### src/rtl/sram_readback_display_pkg.sv
// Shared constants and types for the SRAM read-back display slice.
package sram_readback_display_pkg;

    // Number of multiplexed digits on the board display.
    localparam int NUM_DIGITS = 4;

    // Active-low segment patterns {g,f,e,d,c,b,a}.
    localparam logic [6:0] SEG_BLANK = 7'h7F;
    localparam logic [6:0] SEG_DASH  = 7'h3F;

    // Index of the currently driven digit.
    typedef logic [1:0] digitIdx_t;

    // Active-low one-hot anode pattern for a given digit index.
    function automatic logic [NUM_DIGITS-1:0] anodeFor(input digitIdx_t idx);
        logic [NUM_DIGITS-1:0] oneHot;
        oneHot = {{(NUM_DIGITS-1){1'b0}}, 1'b1} << idx;
        return ~oneHot;
    endfunction

endpackage

### src/rtl/sram_readback_display_hex7seg.sv
// Nibble to active-low seven-segment decoder ({g,f,e,d,c,b,a}); 'b' and 'd' lowercase.
module hex7seg (
    input  logic [3:0] i_nibble,
    output logic [6:0] o_seg
);

    // Pure lookup of the standard hex glyphs.
    always_comb begin
        o_seg = 7'h7F;
        case (i_nibble)
            4'h0: o_seg = 7'h40;
            4'h1: o_seg = 7'h79;
            4'h2: o_seg = 7'h24;
            4'h3: o_seg = 7'h30;
            4'h4: o_seg = 7'h19;
            4'h5: o_seg = 7'h12;
            4'h6: o_seg = 7'h02;
            4'h7: o_seg = 7'h78;
            4'h8: o_seg = 7'h00;
            4'h9: o_seg = 7'h10;
            4'hA: o_seg = 7'h08;
            4'hB: o_seg = 7'h03;
            4'hC: o_seg = 7'h46;
            4'hD: o_seg = 7'h21;
            4'hE: o_seg = 7'h06;
            4'hF: o_seg = 7'h0E;
            default: o_seg = 7'h7F;
        endcase
    end

endmodule

### src/rtl/sram_readback_display.sv
// Captures the last SRAM read (address + data byte) at the falling edge of the
// read strobe and shows it on the 4-digit multiplexed seven-segment display:
// digit3 = address, digit2 = blank, digits1:0 = data byte in hex.
module sram_readback_display
    import sram_readback_display_pkg::*;
#(
    parameter int REFRESH_DIV = 100000
) (
    input  logic                  clk,
    input  logic                  rst,
    input  logic                  read_strobe,
    input  logic                  read_mode,
    input  logic [1:0]            rd_addr,
    input  logic [7:0]            rd_data,
    output logic [6:0]            seg,
    output logic                  dp,
    output logic [NUM_DIGITS-1:0] an,
    output logic                  valid
);

    localparam int CNT_W = (REFRESH_DIV > 1) ? $clog2(REFRESH_DIV) : 1;
    localparam logic [CNT_W-1:0] CNT_MAX = CNT_W'(REFRESH_DIV - 1);

    logic                  r_strobeD;
    logic                  r_armed;
    logic [1:0]            r_addrHold;
    logic [1:0]            r_addrQ;
    logic [7:0]            r_dataQ;
    logic                  r_valid;
    logic [CNT_W-1:0]      r_refreshCnt;
    digitIdx_t             r_digitIdx;
    logic [6:0]            r_seg;
    logic                  r_dp;
    logic [NUM_DIGITS-1:0] r_an;

    logic                  w_capture;
    logic [3:0]            w_nibble;
    logic [6:0]            w_hexSeg;
    logic [6:0]            w_segNext;

    // A read completes the cycle after the strobe drops. r_armed blocks a strobe
    // that was already high when reset released: that read was cut short and its
    // data is not trustworthy, so the strobe must be seen low once first.
    assign w_capture = r_strobeD & ~read_strobe & r_armed;

    // Strobe history, arming and the address that was on the bus during the read.
    always_ff @(posedge clk or posedge rst) begin
        if (rst) begin
            r_strobeD  <= 1'b0;
            r_armed    <= 1'b0;
            r_addrHold <= 2'b00;
        end else begin
            r_strobeD <= read_strobe;
            if (!read_strobe) begin
                r_armed <= 1'b1;
            end
            if (read_strobe) begin
                r_addrHold <= rd_addr;
            end
        end
    end

    // Capture registers; the latest completed read always wins.
    always_ff @(posedge clk or posedge rst) begin
        if (rst) begin
            r_dataQ <= 8'h00;
            r_addrQ <= 2'b00;
            r_valid <= 1'b0;
        end else if (w_capture) begin
            r_dataQ <= rd_data;
            r_addrQ <= r_addrHold;
            r_valid <= 1'b1;
        end
    end

    // Refresh timer: each digit stays lit for REFRESH_DIV clocks, then the next one.
    always_ff @(posedge clk or posedge rst) begin
        if (rst) begin
            r_refreshCnt <= '0;
            r_digitIdx   <= '0;
        end else if (r_refreshCnt == CNT_MAX) begin
            r_refreshCnt <= '0;
            r_digitIdx   <= r_digitIdx + 2'd1;
        end else begin
            r_refreshCnt <= r_refreshCnt + 1'b1;
        end
    end

    // Pick the nibble shown on the active digit (digit2 is always blank).
    always_comb begin
        w_nibble = 4'h0;
        case (r_digitIdx)
            2'd0:    w_nibble = r_dataQ[3:0];
            2'd1:    w_nibble = r_dataQ[7:4];
            2'd3:    w_nibble = {2'b00, r_addrQ};
            default: w_nibble = 4'h0;
        endcase
    end

    hex7seg u_hex7seg (
        .i_nibble (w_nibble),
        .o_seg    (w_hexSeg)
    );

    // Final glyph: blank on digit2, dashes until the first read lands.
    always_comb begin
        w_segNext = w_hexSeg;
        if (r_digitIdx == 2'd2) begin
            w_segNext = SEG_BLANK;
        end else if (!r_valid) begin
            w_segNext = SEG_DASH;
        end
    end

    // Registered pin drivers so anode and segments switch on the same edge.
    always_ff @(posedge clk or posedge rst) begin
        if (rst) begin
            r_seg <= SEG_BLANK;
            r_dp  <= 1'b1;
            r_an  <= '1;
        end else begin
            r_seg <= w_segNext;
            r_dp  <= ~((r_digitIdx == 2'd3) & read_mode);
            r_an  <= anodeFor(r_digitIdx);
        end
    end

    assign seg   = r_seg;
    assign dp    = r_dp;
    assign an    = r_an;
    assign valid = r_valid;

endmodule

### config.mk
export PLATFORM = sky130hd
export DESIGN_NAME = sram_readback_display
export DESIGN_NICKNAME = d
export VERILOG_FILES = /design/src/rtl/sram_readback_display_pkg.sv /design/src/rtl/sram_readback_display_hex7seg.sv /design/src/rtl/sram_readback_display.sv
export SDC_FILE = /design/constraint.sdc
export NUM_CORES = 1
export LEC_CHECK = 0
export CORE_MARGIN = 2
export CORE_UTILIZATION = 45
export CTS_BUF_LIST = sky130_fd_sc_hd__clkbuf_8 sky130_fd_sc_hd__clkbuf_16
export DETAILED_ROUTE_END_ITERATION = 10
export DONT_BUFFER_PORTS = 1
export GPL_TIMING_DRIVEN = 0
export HOLD_SLACK_MARGIN = 0.03
export PLACE_DENSITY = 0.57
export SYNTH_ARGS = -nofsm -noshare
export SYNTH_HDL_FRONTEND = slang
export SYNTH_SLANG_ARGS = --single-unit
export TNS_END_PERCENT = 1
### constraint.sdc
create_clock -name clk -period 4.85 [get_ports clk]
set_input_delay 0.97 -clock clk [delete_from_list [all_inputs] [get_ports clk]]
set_output_delay 0.97 -clock clk [all_outputs]
set_load 0.005 [all_outputs]
### Word-level counts from Yosys, hierarchy flattened

Memories as Yosys holds them, arrays and structs flattened.
Index checks and enable logic that the tools add are counted.

* logic and storage cells: 30
* output and inout port bits: 13
* register bits after elaboration: 46
* memories kept: 1
* memory bits (read-only): 112
* bits of input ports: 14

* mux-type cells: 4
* shift operators: 1
* $add $sub $neg: 2
* equal/unequal tests: 4
* bitwise logic cells: 6
* reductions and logical operators: 1

Memories
* (name not given): depth 16, bits a word 7, rd ports 1, clocked after Yosys merged registers in 0, wr ports 0, line sram_readback_display_hex7seg.sv:10 `case (i_nibble)`

Operators with widths (number)
* $add 17x1->17 const B: 1
* $eq 17x17->1 const B: 1
* $mux 17: 1
* $mux 7: 2
* $pmux 4 s3: 1
* $eq 2x2->1 const B: 2
* $not 4->4: 1
* $shl 1x2->4 const A: 1
* $and 1x1->1: 3
* $add 2x1->2 const B: 1
* $eq 2x1->1 const B: 1
* $logic_not 2->1: 1
* $not 1->1: 2

### Depth between registers and ports, before layout

Gate-level depths: netlist of run 1.
An unclocked memory read counts as a cell.

* word-level depth: 5
* gate-level depth with buffers: 10
* depth with buffers taken out: 10

### Modules after synthesis

A second synthesis of run 1 with hierarchy kept.

* cells, all modules: 185
* area, all modules: 2213.4 µm²

Modules (own cells, without submodules)
* sram_readback_display: instances 1, cells each 153, area each 1938.1 µm²
* hex7seg: instances 1, cells each 32, area each 275.3 µm²

### Worst setup path before layout of run 1

No wires, ideal clock.

* path type: register to register
* from: reg r_digitIdx[1]
* to: reg r_seg[3], in the netlist seg[3]
* period minus slack after synthesis: 2.294 ns
* required time: 4.764 ns
* cell stages (with the launch flop): 9
* path buffers: 0
* arrival time: 2.208 ns
* path slack: 2.556 ns
* cells stage by stage: dfrtp_1 inv_1 ha_1 a222oi_1 or2_2 inv_1 ha_1 mux4_2 nand2b_1

* longest elaborated chain between the ends: 5
* elaborated cells on any way between the ends: 8

RTL lines
* from (decl): line sram_readback_display.sv:31 `digitIdx_t r_digitIdx;`
* from (signal assigned): line sram_readback_display.sv:83 `r_digitIdx <= r_digitIdx + 2'd1;`
* $eq 2x2->1, or another cell as far along: line sram_readback_display.sv:92 `case (r_digitIdx)`
* $pmux 4 s3: line sram_readback_display.sv:92
* $mem_v2 16x7
* $mux 7: line sram_readback_display.sv:110 `end else if (!r_valid) begin`
* $mux 7 *: line sram_readback_display.sv:108 `if (r_digitIdx == 2'd2) begin`
* named net w_segNext[3]: line sram_readback_display.sv:39 `logic [6:0] w_segNext;`
* to (signal assigned): line sram_readback_display.sv:122 `r_seg <= w_segNext;`
* to (decl): line sram_readback_display.sv:32 `logic [6:0] r_seg;`

Mark *: on every way through the listed nets, which the timed path passes. The rest lies on a longest branch.
A chain may end at the register's enable or synchronous reset.

### Worst setup path in the final report of run 1

Same ends and word-level chain as after synthesis.

==> flow_summary.toml, run 1 <==
[detailed_routing]
dr_total_vias = 1292
vias_per_cell = 5.429
wirelength_um = 3336
dr.first_iter.drc_count = 49
drcViolationCount = 0
route.antenna.remaining_nets = 0
firstDrtPassIters = 4
wl_per_cell_um = 14.02

[synth]
synth-edff-count = 0
synthMuxAreaShare_pct = 9.212
yosysTopAreaCellShare_pct = 39.40
synth_top_family_by_area = "simple AND/OR/NAND/NOR gates"
synthAdderAreaFrac_pct = 6.373
ys_types = 39
yosysTopAreaCell = "dfrtp_1"
yosys_warnings = 0
synthTopCellsByCount = "dfrtp_1 (34), nor2_1 (14), mux2_2 (13)"
ys_ff_latch = 46
syn_area_per_cell_um2 = 12.34
ys.flop_type = "dfrtp_1"
synth_cells = 175
async_reset_ff_share_pct = 100.0
synth-xor-area-share_pct = 6.489
netlist_area_um2 = 2160
synth_compound_area_share_pct = 6.315
syn-num-nets = 200
yosysMostFrequentCell = "dfrtp_1"
synth_seq_area_share_pct = 54.00
yosys.area_share.simple_pct = 14.43
yosys-top-cells-area = "dfrtp_1 (39%), dfstp_2 (15%), mux2_2 (6.8%)"

[timing]
drv_slew = 0
finalCriticalPeriod_ns = 2.597
final-hold-violation-count = 0
fmax_mhz = 385.0
final-setup-viol-count = 0
grt_setup_unrepaired = "no"
fin_tns_setup_ns = 0
min_period_over_period_pct = 53.55
worstMarginPinSlew_ns = 0.5966
hold_ws_ns = 0.4896
slew_headroom_pct = 60.22
fin_skew_ns = 0.009224

[clock_tree]
htreeDepth = 2
cts_resized = 0
post_cts_buffers = 0
path_clk_slew_ns = 0.08
cts_tree = "built"
clockBufferDepth = 2
clock_latency_ns = 0.29
cts_root_buffer = "clkbuf_8"
cts_made_buffers = 5
ctsHoldBuffers = 0
clock-sinks = 46

[die]
fp.dieH_um = 73.28
rows = 25
start_util_pct = 46.34
fp.dieW_um = 73.28
dieArea_um2 = 5369
core_um2 = 4661
io-pin-count = 27

[worst_hold_path]
hp-class = "reg -> reg"

[layout]
diodes = 0
final_core_util_pct = 50.15
nFillCells = 425
seq_area_um2 = 1166
multi_input_area_um2 = 924.6
drive_gt1_share_pct = 26.63
layoutNonFillerInstCount = 238
nNetsFinal = 208
area_delta_synth_final_pct = 8.227

[worst_setup_path]
crit_type = "reg -> reg"
worstSetupStartpointType = "flop"
critPathCaptureType = "flop"
critPathTopFamily = "compound AO/OA/AOI/OAI gates"
cp_slowest_stage_delay_ns = 0.61
crit_arrival_ns = 2.81
path_buf_inv = 2
cp_max_fo = 6
crit_chain = "inv_1 -> ha_1 -> a222oi_1 -> or2_2 -> inv_1 -> ha_1 -> mux4_2 -> nand2b_1"
worstPathRequired_ns = 5.06
crit_slowest_cell = "a222oi_1"

[power]
ir_worst_vdd_mv = 0.1839
power.leakage_nw = 1.032
power_density_nw_per_um2 = 328.0

[placed_design]
hpwl_um = 2404
gp_congestion = 0.8145
port-buffer-count = 0
dp_cells = 230

[status]
status = "finished, final reports clean"

[grt]
track_usage_pct = 14.43
grt_pass1_vias = 1323
grt_max_degree = 47
antenna_found_initial = 0
grt_first_pass_wirelength_um = 5885
grt-ovfl-total = 0

[run]
maxCapViolCount = 0
==> cells by family after synthesis <==
family | after synthesis
compound gates | 15
xor+xnor | 16
fa+ha+maj | 11
buf+inv | 15
flops | 46
mux | 17
simple gates | 55
==> layer usage <==
metal	up-vias	track usage, %	share of wire (%)
met1	640	17.16	46
met5	-	0	0
met4	0	5.556	0.69
li1	625	-	-
met3	2	5.213	4.0
met2	25	23.82	50
==> final timing paths <==
kind | start | to | slack (ns) | cells past startpoint
max in group asynchronous | rst | an[2]$_DFF_PP1_ | 3.99 | 2
hold / removal | r_armed$_DFFE_PP0N_ | r_armed$_DFFE_PP0N_ | 0.49 | 1
setup reg to reg | r_digitIdx[1]$_DFFE_PP0N_ | seg[3]$_DFF_PP1_ | 2.25 | 8
hold reg to reg | r_armed$_DFFE_PP0N_ | r_armed$_DFFE_PP0N_ | 0.49 | 1
min in group asynchronous | rst | r_refreshCnt[1]$_DFF_PP0_ | 0.58 | 2
setup / recovery | r_digitIdx[1]$_DFFE_PP0N_ | seg[3]$_DFF_PP1_ | 2.25 | 8
==> worst reg2reg max path, stage by stage, from the launching register on <==
cell      delay, ns
dfrtp_1        0.39
inv_1          0.07
ha_1           0.29
a222oi_1       0.61
or2_2          0.27
inv_1          0.07
ha_1           0.21
mux4_2         0.46
nand2b_1       0.15
==> state kept, by name, indices dropped and copies added (netlist names) <==
register,count
an,4
dp,1
r_addrHold,2
r_addrQ,2
r_armed,1
r_dataQ,8
r_digitIdx,2
r_refreshCnt,17
r_strobeD,1
seg,7
valid,1
==> stage by stage <==
stage          area, um^2  worst slack [ns]  power (mW)
6_report             2337             2.253      0.7665
5_1_grt              2337             2.036      0.8094
4_1_cts              2337             2.243      0.7786
3_5_place_dp         2247             2.266      0.5441
3_3_place_gp         2227             2.261      0.5388
2_1_floorplan        2160             2.556      0.5227
==> cell usage in the layout, fill, tap and decap left out, drive strengths merged, types with 5 or more instances in the layout <==
cell type,Yosys,routed
nand4,5,5
nor2,14,14
ha,11,11
xor2,5,5
dfstp,12,12
nand3,8,8
xnor2,11,11
inv,12,12
dfrtp,34,34
clkbuf,0,5
nand2,8,8
mux2,13,13
==> power breakdown <==
group          switching [mW]  internal (mW)  leakage [nW]
logic                  0.0462         0.0466         0.442
clock network           0.131          0.101        0.0441
registers              0.0168          0.425         0.547
total                   0.194          0.573          1.03
==> cell type report <==
cell class,count,area share [%]
Buffer,3,1.017
Clock buffer,5,2.944
Clock inverter,3,0.9101
Inverter,12,1.927
Multi-Input combinational cell,114,39.56
Sequential cell,46,49.89
Tap cell,54,2.891
Timing Repair Buffer,1,0.8565
Power figures use the tool's default switching activity.
==> inputs of run 2 (changes only) <==
- clock period: 4.85 -> 2.4 ns (I/O delays scaled with it)
==> flow_summary.toml, run 2 (synthesis gave the netlist of run 1 again) <==
[placed_design]
port-buffer-count = 0
placed_area_um2 = 2247
gp_congestion = 0.8145
hpwl_um = 2404

[timing]
final-hold-violation-count = 0
fin_tns_setup_ns = 0
grt_setup_unrepaired = "yes"
fmax_mhz = 427.2
min_period_over_period_pct = 97.54
worstMarginPinSlew_ns = 0.3601
finalCriticalPeriod_ns = 2.341
hold_ws_ns = 0.08369
slew_headroom_pct = 75.69
drv_slew = 0
fin_skew_ns = 0.008699
final-setup-viol-count = 0

[worst_setup_path]
crit_arrival_ns = 2.55
cp_slowest_stage_delay_ns = 0.44
crit_chain = "inv_1 -> ha_2 -> a222oi_1 -> buf_4 -> nor2_2 -> ha_1 -> mux4_2 -> nand2b_1"
worstSetupStartpointType = "flop"
cp_max_fo = 6
crit_type = "reg -> reg"
critPathCaptureType = "flop"
worstPathRequired_ns = 2.61
crit_slowest_cell = "mux4_2"

[clock_tree]
cts_tree = "built"
clock-sinks = 46
htreeDepth = 2
path_clk_slew_ns = 0.09
clockBufferDepth = 2
cts_root_buffer = "clkbuf_8"
cts_made_buffers = 5
clock_latency_ns = 0.30

[layout]
largest_reg_flops = 17
nNetsFinal = 212
area_delta_synth_final_pct = 10.08
final_cell_mix = "dfrtp_1 (34), nor2_1 (13), mux2_2 (13)"
final_cell_area_um2 = 2377
drive_gt1_share_pct = 29.79
regMostFlops = "r_refreshCnt"
final_common_cell = "dfrtp_1"
final_core_util_pct = 51.01
diodes = 0

[status]
status = "finished, final reports clean"

[power]
p_total_mw = 1.568
switching_power_uw = 396.9
clkPwrFrac_pct = 30.0
power.leakage_nw = 1.050
p_comb_share_pct = 13.1
cellInternalPower_mw = 1.171
seqPwrFrac_pct = 57.0
power_density_nw_per_um2 = 659.7
ir_worst_vdd_mv = 0.3764
switching_share_pct = 25.31

[die]
io-pin-count = 27
fp.dieW_um = 73.28
dieArea_um2 = 5369
start_util_pct = 46.34
core_um2 = 4661
rows = 25
fp.dieH_um = 73.28

[grt]
grt.busiest_layer = "met2"
use_met2_pct = 24.42
use_met3_pct = 5.213
grt_max_degree = 47
grt-ovfl-total = 0
met1_usage_pct = 17.33
grt_pass1_vias = 1343
grt_first_pass_wirelength_um = 5982
antenna_found_initial = 0
track_usage_pct = 14.66

[detailed_routing]
wl_per_cell_um = 13.92
route.antenna.remaining_nets = 0
dr.first_iter.drc_count = 53
drcViolationCount = 0
vias_per_cell = 5.430
wirelength_um = 3368
dr_total_vias = 1314
firstDrtPassIters = 4

[run]
maxCapViolCount = 0

[worst_hold_path]
hp-class = "in -> async"
run 2: cell types whose count changed in the layout (fill, tap and decap cells not counted), sizes merged:
cell / previous run / this run
buf: 4 / 8
run 2: worst max-delay path, delay by kind of cell (launching register included):
| family | cells | cell delay, ns |
|---|---|---|
| simple gates | 2 | 0.20 |
| compound gates | 1 | 0.36 |
| buf+inv | 2 | 0.28 |
| mux | 1 | 0.44 |
| fa+ha+maj | 2 | 0.57 |
| flops | 1 | 0.39 |
run 2: final cells by class:
cell class	instances	area, um^2
Tap cell	54	67.56
Clock buffer	5	68.82
Clock inverter	3	21.27
Buffer	3	23.77
Multi-Input combinational cell	114	934.6
Sequential cell	46	1166
Inverter	12	45.04
Timing Repair Buffer	5	50.05
Fill cell	424	2283
run 2: what timing repair did:
item,CTS,global route
pin swaps,2,0
resized for setup,4,0
hold buffers,0,0
buffers inserted,4,0
setup endpoints to repair,3,2
run 2: metal layers:
metal / up-vias / share of wire, %
li1: 634 / -
met1: 647 / 44
met2: 31 / 51
met3: 2 / 4.4
met4: 0 / 0.68
met5: - / 0
run 2: final timing paths:
check / start / end / slack (ns) / cells past startpoint
min in group clk: read_strobe / r_strobeD$_DFF_PP0_ / 0.21 / 0
hold / removal: rst / r_refreshCnt[1]$_DFF_PP0_ / 0.08 / 2
hold reg to reg: r_armed$_DFFE_PP0N_ / r_armed$_DFFE_PP0N_ / 0.49 / 1
max in group asynchronous: rst / an[2]$_DFF_PP1_ / 2.03 / 2
setup / recovery: r_digitIdx[0]$_DFFE_PP0N_ / seg[3]$_DFF_PP1_ / 0.06 / 8
setup reg to reg: r_digitIdx[0]$_DFFE_PP0N_ / seg[3]$_DFF_PP1_ / 0.06 / 8
run 2: power by group through the flow:
stage	sequential [mW]	combinational, mW	clock (mW)
after global placement	0.907	0.182	0
after global routing	0.904	0.232	0.518
after floorplan	0.900	0.157	0
after detailed placement	0.909	0.190	0
final	0.893	0.205	0.470
after CTS	0.894	0.208	0.488
run 2: metrics by stage:
| step | cells | worst slack (ns) |
|---|---|---|
| CTS | 242 | 0.08844 |
| global placement | 229 | -0.1888 |
| detailed placement | 230 | -0.1838 |
| global route | 242 | -0.08380 |
| finish | 242 | 0.05901 |
| floorplan | 175 | 0.1059 |
==> inputs of run 3 (changes only) <==
- CAP_MARGIN: not set -> 20
- TNS_END_PERCENT: 1 -> 20
==> results of run 3 <==
No change in the layout: final DEF, timing and power equal those of run 2.
